**src/rtl/alu_arb_pkg.sv**
```systemverilog
// ============================================================================
// Module  : alu_arb_pkg
// Purpose : Shared FSM encoding, width defaults and ID width for alu_arbiter.
// Revision: 1.0
// ============================================================================
`default_nettype none

package alu_arb_pkg;

  localparam int DATA_WIDTH_DEF = 32;
  localparam int FUNC_WIDTH_DEF = 5;
  localparam int ID_WIDTH       = 1;

  typedef enum logic [1:0] {
    IDLE  = 2'd0,
    ISSUE = 2'd1,
    RESP  = 2'd2
  } state_e;

endpackage

`default_nettype wire

```
**src/rtl/rr_arbiter2.sv**
```systemverilog
// ============================================================================
// Module  : rr_arbiter2
// Purpose : Two-way grant; ptr_i selects the winner only when both request.
// Revision: 1.0
// ============================================================================
`default_nettype none

module rr_arbiter2 (
  input  logic       valid0_i,
  input  logic       valid1_i,
  input  logic       ptr_i,
  output logic [1:0] gnt_o
);

  always_comb begin
    gnt_o = 2'b00;
    if (valid0_i && valid1_i) begin
      gnt_o = ptr_i ? 2'b10 : 2'b01;
    end else if (valid0_i) begin
      gnt_o = 2'b01;
    end else if (valid1_i) begin
      gnt_o = 2'b10;
    end
  end

endmodule

`default_nettype wire

```
**src/rtl/alu_arbiter.sv**
```systemverilog
// ============================================================================
// Module  : alu_arbiter
// Purpose : Arbitrates two requesters onto one shared combinational ALU.
//           Define ALU_ARB_FIXED_PRI_EN for fixed priority (requester 0 wins).
// Revision: 1.0
// ============================================================================
`default_nettype none

module alu_arbiter
  import alu_arb_pkg::*;
#(
  parameter int DATA_WIDTH = DATA_WIDTH_DEF,
  parameter int FUNC_WIDTH = FUNC_WIDTH_DEF
) (
  input  logic                  CLK,
  input  logic                  RST_N,
  input  logic                  REQ0_VALID,
  output logic                  REQ0_READY,
  input  logic [DATA_WIDTH-1:0] REQ0_PC,
  input  logic [DATA_WIDTH-1:0] REQ0_RS1,
  input  logic [DATA_WIDTH-1:0] REQ0_RS2,
  input  logic [DATA_WIDTH-1:0] REQ0_IMM,
  input  logic [FUNC_WIDTH-1:0] REQ0_CTRL,
  input  logic                  REQ0_MUX1,
  input  logic                  REQ0_MUX2,
  input  logic                  REQ1_VALID,
  output logic                  REQ1_READY,
  input  logic [DATA_WIDTH-1:0] REQ1_PC,
  input  logic [DATA_WIDTH-1:0] REQ1_RS1,
  input  logic [DATA_WIDTH-1:0] REQ1_RS2,
  input  logic [DATA_WIDTH-1:0] REQ1_IMM,
  input  logic [FUNC_WIDTH-1:0] REQ1_CTRL,
  input  logic                  REQ1_MUX1,
  input  logic                  REQ1_MUX2,
  output logic [DATA_WIDTH-1:0] PC_OUT,
  output logic [DATA_WIDTH-1:0] RS1_OUT,
  output logic [DATA_WIDTH-1:0] RS2_OUT,
  output logic [DATA_WIDTH-1:0] IMM_OUT,
  output logic [FUNC_WIDTH-1:0] ALU_CTRL,
  output logic                  MUX1_CTRL,
  output logic                  MUX2_CTRL,
  input  logic [DATA_WIDTH-1:0] ALU_RESULT,
  output logic                  RSP_VALID,
  output logic [ID_WIDTH-1:0]   RSP_ID,
  output logic [DATA_WIDTH-1:0] RSP_DATA,
  input  logic                  RSP_READY
);

  state_e                state_q;
  logic [1:0]            gnt;
  logic                  ptr;
  logic                  grant_en;
  logic [DATA_WIDTH-1:0] pc_d, rs1_d, rs2_d, imm_d;
  logic [FUNC_WIDTH-1:0] ctrl_d;
  logic                  mux1_d, mux2_d;
  logic [DATA_WIDTH-1:0] pc_q, rs1_q, rs2_q, imm_q, rsp_data_q;
  logic [FUNC_WIDTH-1:0] ctrl_q;
  logic                  mux1_q, mux2_q, rsp_valid_q;
  logic [ID_WIDTH-1:0]   rsp_id_q;

`ifdef ALU_ARB_FIXED_PRI_EN
  assign ptr = 1'b0;
`else
  logic ptr_q;

  // Pointer favours whichever requester lost the most recent grant.
  always_ff @(posedge CLK or negedge RST_N) begin
    if (!RST_N) begin
      ptr_q <= 1'b0;
    end else if (state_q == IDLE && gnt != 2'b00) begin
      ptr_q <= gnt[0];
    end
  end

  assign ptr = ptr_q;
`endif

  rr_arbiter2 u_arb (
    .valid0_i (REQ0_VALID),
    .valid1_i (REQ1_VALID),
    .ptr_i    (ptr),
    .gnt_o    (gnt)
  );

  // READY is gated by RST_N so nothing is accepted while reset is held.
  assign grant_en   = (state_q == IDLE) && RST_N;
  assign REQ0_READY = grant_en && gnt[0];
  assign REQ1_READY = grant_en && gnt[1];

  assign pc_d   = gnt[1] ? REQ1_PC   : REQ0_PC;
  assign rs1_d  = gnt[1] ? REQ1_RS1  : REQ0_RS1;
  assign rs2_d  = gnt[1] ? REQ1_RS2  : REQ0_RS2;
  assign imm_d  = gnt[1] ? REQ1_IMM  : REQ0_IMM;
  assign ctrl_d = gnt[1] ? REQ1_CTRL : REQ0_CTRL;
  assign mux1_d = gnt[1] ? REQ1_MUX1 : REQ0_MUX1;
  assign mux2_d = gnt[1] ? REQ1_MUX2 : REQ0_MUX2;

  always_ff @(posedge CLK or negedge RST_N) begin
    if (!RST_N) begin
      state_q     <= IDLE;
      pc_q        <= '0;
      rs1_q       <= '0;
      rs2_q       <= '0;
      imm_q       <= '0;
      ctrl_q      <= '0;
      mux1_q      <= 1'b0;
      mux2_q      <= 1'b0;
      rsp_valid_q <= 1'b0;
      rsp_id_q    <= '0;
      rsp_data_q  <= '0;
    end else begin
      case (state_q)
        IDLE: begin
          if (gnt != 2'b00) begin
            pc_q     <= pc_d;
            rs1_q    <= rs1_d;
            rs2_q    <= rs2_d;
            imm_q    <= imm_d;
            ctrl_q   <= ctrl_d;
            mux1_q   <= mux1_d;
            mux2_q   <= mux2_d;
            rsp_id_q <= gnt[1];
            state_q  <= ISSUE;
          end
        end
        ISSUE: begin
          rsp_data_q  <= ALU_RESULT;
          rsp_valid_q <= 1'b1;
          state_q     <= RESP;
        end
        RESP: begin
          if (RSP_READY) begin
            rsp_valid_q <= 1'b0;
            state_q     <= IDLE;
          end
        end
        default: state_q <= IDLE;
      endcase
    end
  end

  assign PC_OUT    = pc_q;
  assign RS1_OUT   = rs1_q;
  assign RS2_OUT   = rs2_q;
  assign IMM_OUT   = imm_q;
  assign ALU_CTRL  = ctrl_q;
  assign MUX1_CTRL = mux1_q;
  assign MUX2_CTRL = mux2_q;
  assign RSP_VALID = rsp_valid_q;
  assign RSP_ID    = rsp_id_q;
  assign RSP_DATA  = rsp_data_q;

endmodule

`default_nettype wire
```
**config.mk**
```make
export PLATFORM = sky130hd
export DESIGN_NAME = alu_arbiter
export DESIGN_NICKNAME = d
export VERILOG_FILES = /design/src/rtl/alu_arb_pkg.sv /design/src/rtl/rr_arbiter2.sv /design/src/rtl/alu_arbiter.sv
export SDC_FILE = /design/constraint.sdc
export NUM_CORES = 1
export LEC_CHECK = 0
export CORE_AREA = 5 5 184 186
export CTS_BUF_LIST = sky130_fd_sc_hd__clkbuf_16
export DETAILED_ROUTE_END_ITERATION = 10
export DIE_AREA = 0 0 189 191
export GPL_ROUTABILITY_DRIVEN = 0
export MAX_ROUTING_LAYER = met4
export PLACE_DENSITY = 0.62
export SYNTH_ARGS = -nofsm -noshare
export SYNTH_HDL_FRONTEND = slang
export SYNTH_HIERARCHICAL = 1
export SYNTH_SLANG_ARGS = --single-unit
```
**constraint.sdc**
```tcl
create_clock -name CLK -period 1.75 [get_ports CLK]
set_input_delay 0.35 -clock CLK [delete_from_list [all_inputs] [get_ports CLK]]
set_output_delay 0.35 -clock CLK [all_outputs]
set_load 0.02 [all_outputs]
```
==> metrics <==
status finished, violations left; failing checks setup timing; combinational share of power 0.552; DR DRC count 0; CP startpoint kind register; worst r2r src ptr; Starting Density 0.256; CTS tree built; area delta synth->final 75.5%; slowest cell delay on critical path 0.38 ns; vias in the first global route slightly above 7k; sequential share of power 0.297; share of async-settable or async-resettable flops after synthesis 1.00; via count between 6k and 7k; CP max stage cell dfrtp_1; port buffer count 477; Buf/Inv on CP 3; Synth Flop Type dfrtp_1; Finish-stage setup viols 106; I/O Pins approximately 480; Lkg Pwr between 6 and 7 nW; drt via density 4.32; Clk pwr share 0.151; Core Box Area 0.0321 sq mm; global route overflow 0; Sw Ratio 0.372; EDFF count, synth 0; pwr dens 1660 mW/mm^2; Cell Area, Placed between 0.01 and 0.015 sq mm; Skew-Pair Late Insertion Delay 0.44 ns; final hold vios 0; f_max ~0.55 GHz; Routed WL 28.9 mm; Int Power 0.0150 W; Hold/Removal Path Class in2async; WP data required 2.07 ns; setup ws final -0.0671 ns; mapped cell area 0.00823 sq mm; Worst EP arrival 2.14 ns; Final Instance Area between 0.01 and 0.015 sq mm; post-layout util 0.450; Yosys top cell area share 0.523; Post-Syn Area per Cell 15.7 sq um; CP Cell Sequence inv_2 -> a21boi_4 -> buf_12 -> buf_12 -> mux2_2 -> mux2_2; CP delay by family, top multiplexers; crit path launch ptr; drt wl/cell 19.7 microns; Area contributors post-synth dfrtp_1 (52%), mux2_2 (36%), mux2_4 (7.1%); Synth top cells by count mux2_2 (263), dfrtp_1 (172), mux2_4 (39); area leader, netlist dfrtp_1; Power Total 0.0239 W; CTS Buf Count 17; r2r setup slk -0.07 ns; clk buf depth 2; RR Endpoint RS2_OUT[4]; Net Count, Synth 833; register area share after synthesis 0.523; Worst path depth 6; Max VDD drop 1.06 mV; 1st-pass router iterations 4; fin crit share 1.04; Row Count 66; Die ar. 0.0361 sq mm; R2R depth 6; initial antenna violation count 1; critical path capture point RS2_OUT[4]; largest net degree at the start of global routing 109; Tot GR Track Use 0.159; Rel. slew slack 0.493; Worst Skew 0.00777 ns; Clock Tree Root clkbuf_16; fin. max-slew vios 0; count leader, synth mux2_2; Psw 0.00890 W; # H-tree levels 4; Crit Path Max Fanout 34; shortest period the worst path allows about 1.8 ns; dpl hpwl 22.5 mm; Syn Inst Count 526; fraction of layout cells with a size suffix above 1 0.373; CTS sink cnt 172; max_cap viols 0; #FFs+latches synth ~170; Worst-Margin Slew 0.761 ns; Ys Warns 6; width of the die 189 microns; Post-layout nets 1349; Clk pin slew, worst setup/hold paths 0.07 ns; Die Y 191 microns; global-route wire length before repair 42.7 mm; 1st-iter DRT viols 142; unrepaired setup endpoints after global routing yes; worst setup path category reg2reg; Cell variety after synth 20; CP endpoint kind register; ANT nets after route 0
-- worst min-delay path, delay by kind of cell --
kind | cells | cell delay (ns)
buffers and inverters | 3 | 0.90
-- how the worst min path moves through the flow --
stage / start / to / cells past startpoint / slack [ns]
2_1_floorplan: RST_N / ALU_CTRL[0] / 0 / 0.05
3_3_place_gp: RST_N / ptr / 2 / 0.29
3_5_place_dp: RST_N / ptr / 2 / 0.29
4_1_cts: RST_N / PC_OUT[6] / 3 / 0.47
5_1_grt: RST_N / PC_OUT[6] / 3 / 0.48
6_report: RST_N / PC_OUT[6] / 3 / 0.48
-- cell type report --
| class | count | area (sq um) |
|---|---|---|
| inverters | 2 | 7.51 |
| fillers | 2980 | 17700 |
| clock inverters | 15 | 124 |
| flip-flops and latches | 172 | 4300 |
| well taps | 408 | 510 |
| multi-input cells | 318 | 3840 |
| diodes | 1 | 2.50 |
| clock buffers | 17 | 425 |
| repair buffers | 531 | 5230 |
-- cells in the final DEF, fill, tap and decap left out, types with 2 or more instances in the layout --
cell,synthesis,routed
clkinv_4,0,4
clkinv_1,0,3
nand2_1,3,3
and3_1,2,2
buf_8,1,2
buf_12,4,16
buf_6,1,8
mux2_4,39,83
clkbuf_16,0,17
dlygate4sd2_1,0,169
a22o_1,2,2
clkinvlp_4,0,2
clkdlybuf4s50_1,0,304
inv_6,0,2
mux2_2,263,219
a21oi_1,2,2
buf_4,9,29
clkinv_2,0,3
dfrtp_1,172,172
-- sequential cells by signal, summed over array words and instances, names as in the netlist, 2 cells and up --
signal,count
RS2_OUT,32
ALU_CTRL,5
RS1_OUT,32
IMM_OUT,32
PC_OUT,32
state_q,2
RSP_DATA,32
-- power groups by stage --
stage	Sequential, W	Combinational (W)	Clock [W]
floorplan	0.00964	0.00500	0
detailed placement	0.00726	0.0142	0
finish	0.00711	0.0132	0.00361
global route	0.00742	0.0140	0.00392
CTS	0.00715	0.0133	0.00377
global placement	0.00721	0.0141	0
-- per-stage QoR --
stage          setup TNS, ns  setup WS (ns)  cells  hold slack [ns]
5_1_grt               -14.65         -0.153   1464            0.478
2_1_floorplan              0        0.00632    526           0.0544
6_report               -2.75        -0.0671   1464            0.484
3_3_place_gp          -63.55         -0.497   1421            0.287
4_1_cts                -9.82         -0.103   1463            0.473
3_5_place_dp          -65.89         -0.510   1421            0.290
-- cells by family (layout without fill, tap and decap cells) --
| family | Yosys count | count (layout) | synth area share |
|---|---|---|---|
| multiplexers | 302 | 302 | 0.431 |
| flip-flops | 172 | 172 | 0.523 |
| buffers and inverters | 36 | 565 | 0.0334 |
| AND/OR/NAND/NOR | 9 | 9 | 0.00684 |
| AO/OA/AOI/OAI | 7 | 7 | 0.00608 |
| other | 0 | 1 | 0 |
-- layer usage --
metal	routed length (microns)	GRT usage	share of wire
met3	2050	0.0509	0.071
met2	15000	0.275	0.52
met4	537	0.0504	0.019
met1	11300	0.176	0.39
met5	0	-	0
-- timing repair --
| action | 4_1_cts | 5_1_grt |
|---|---|---|
| gates resized for setup | 217 | 25 |
| buffers inserted | 7 | 1 |
| cloned | 2 | 0 |
| hold buffers | 1 | 0 |
| setup endpoints to repair | 305 | 137 |
| hold endpoints to repair | 6 | 0 |
| pin swaps | 2 | 2 |
Power figures use the tool's default switching activity.
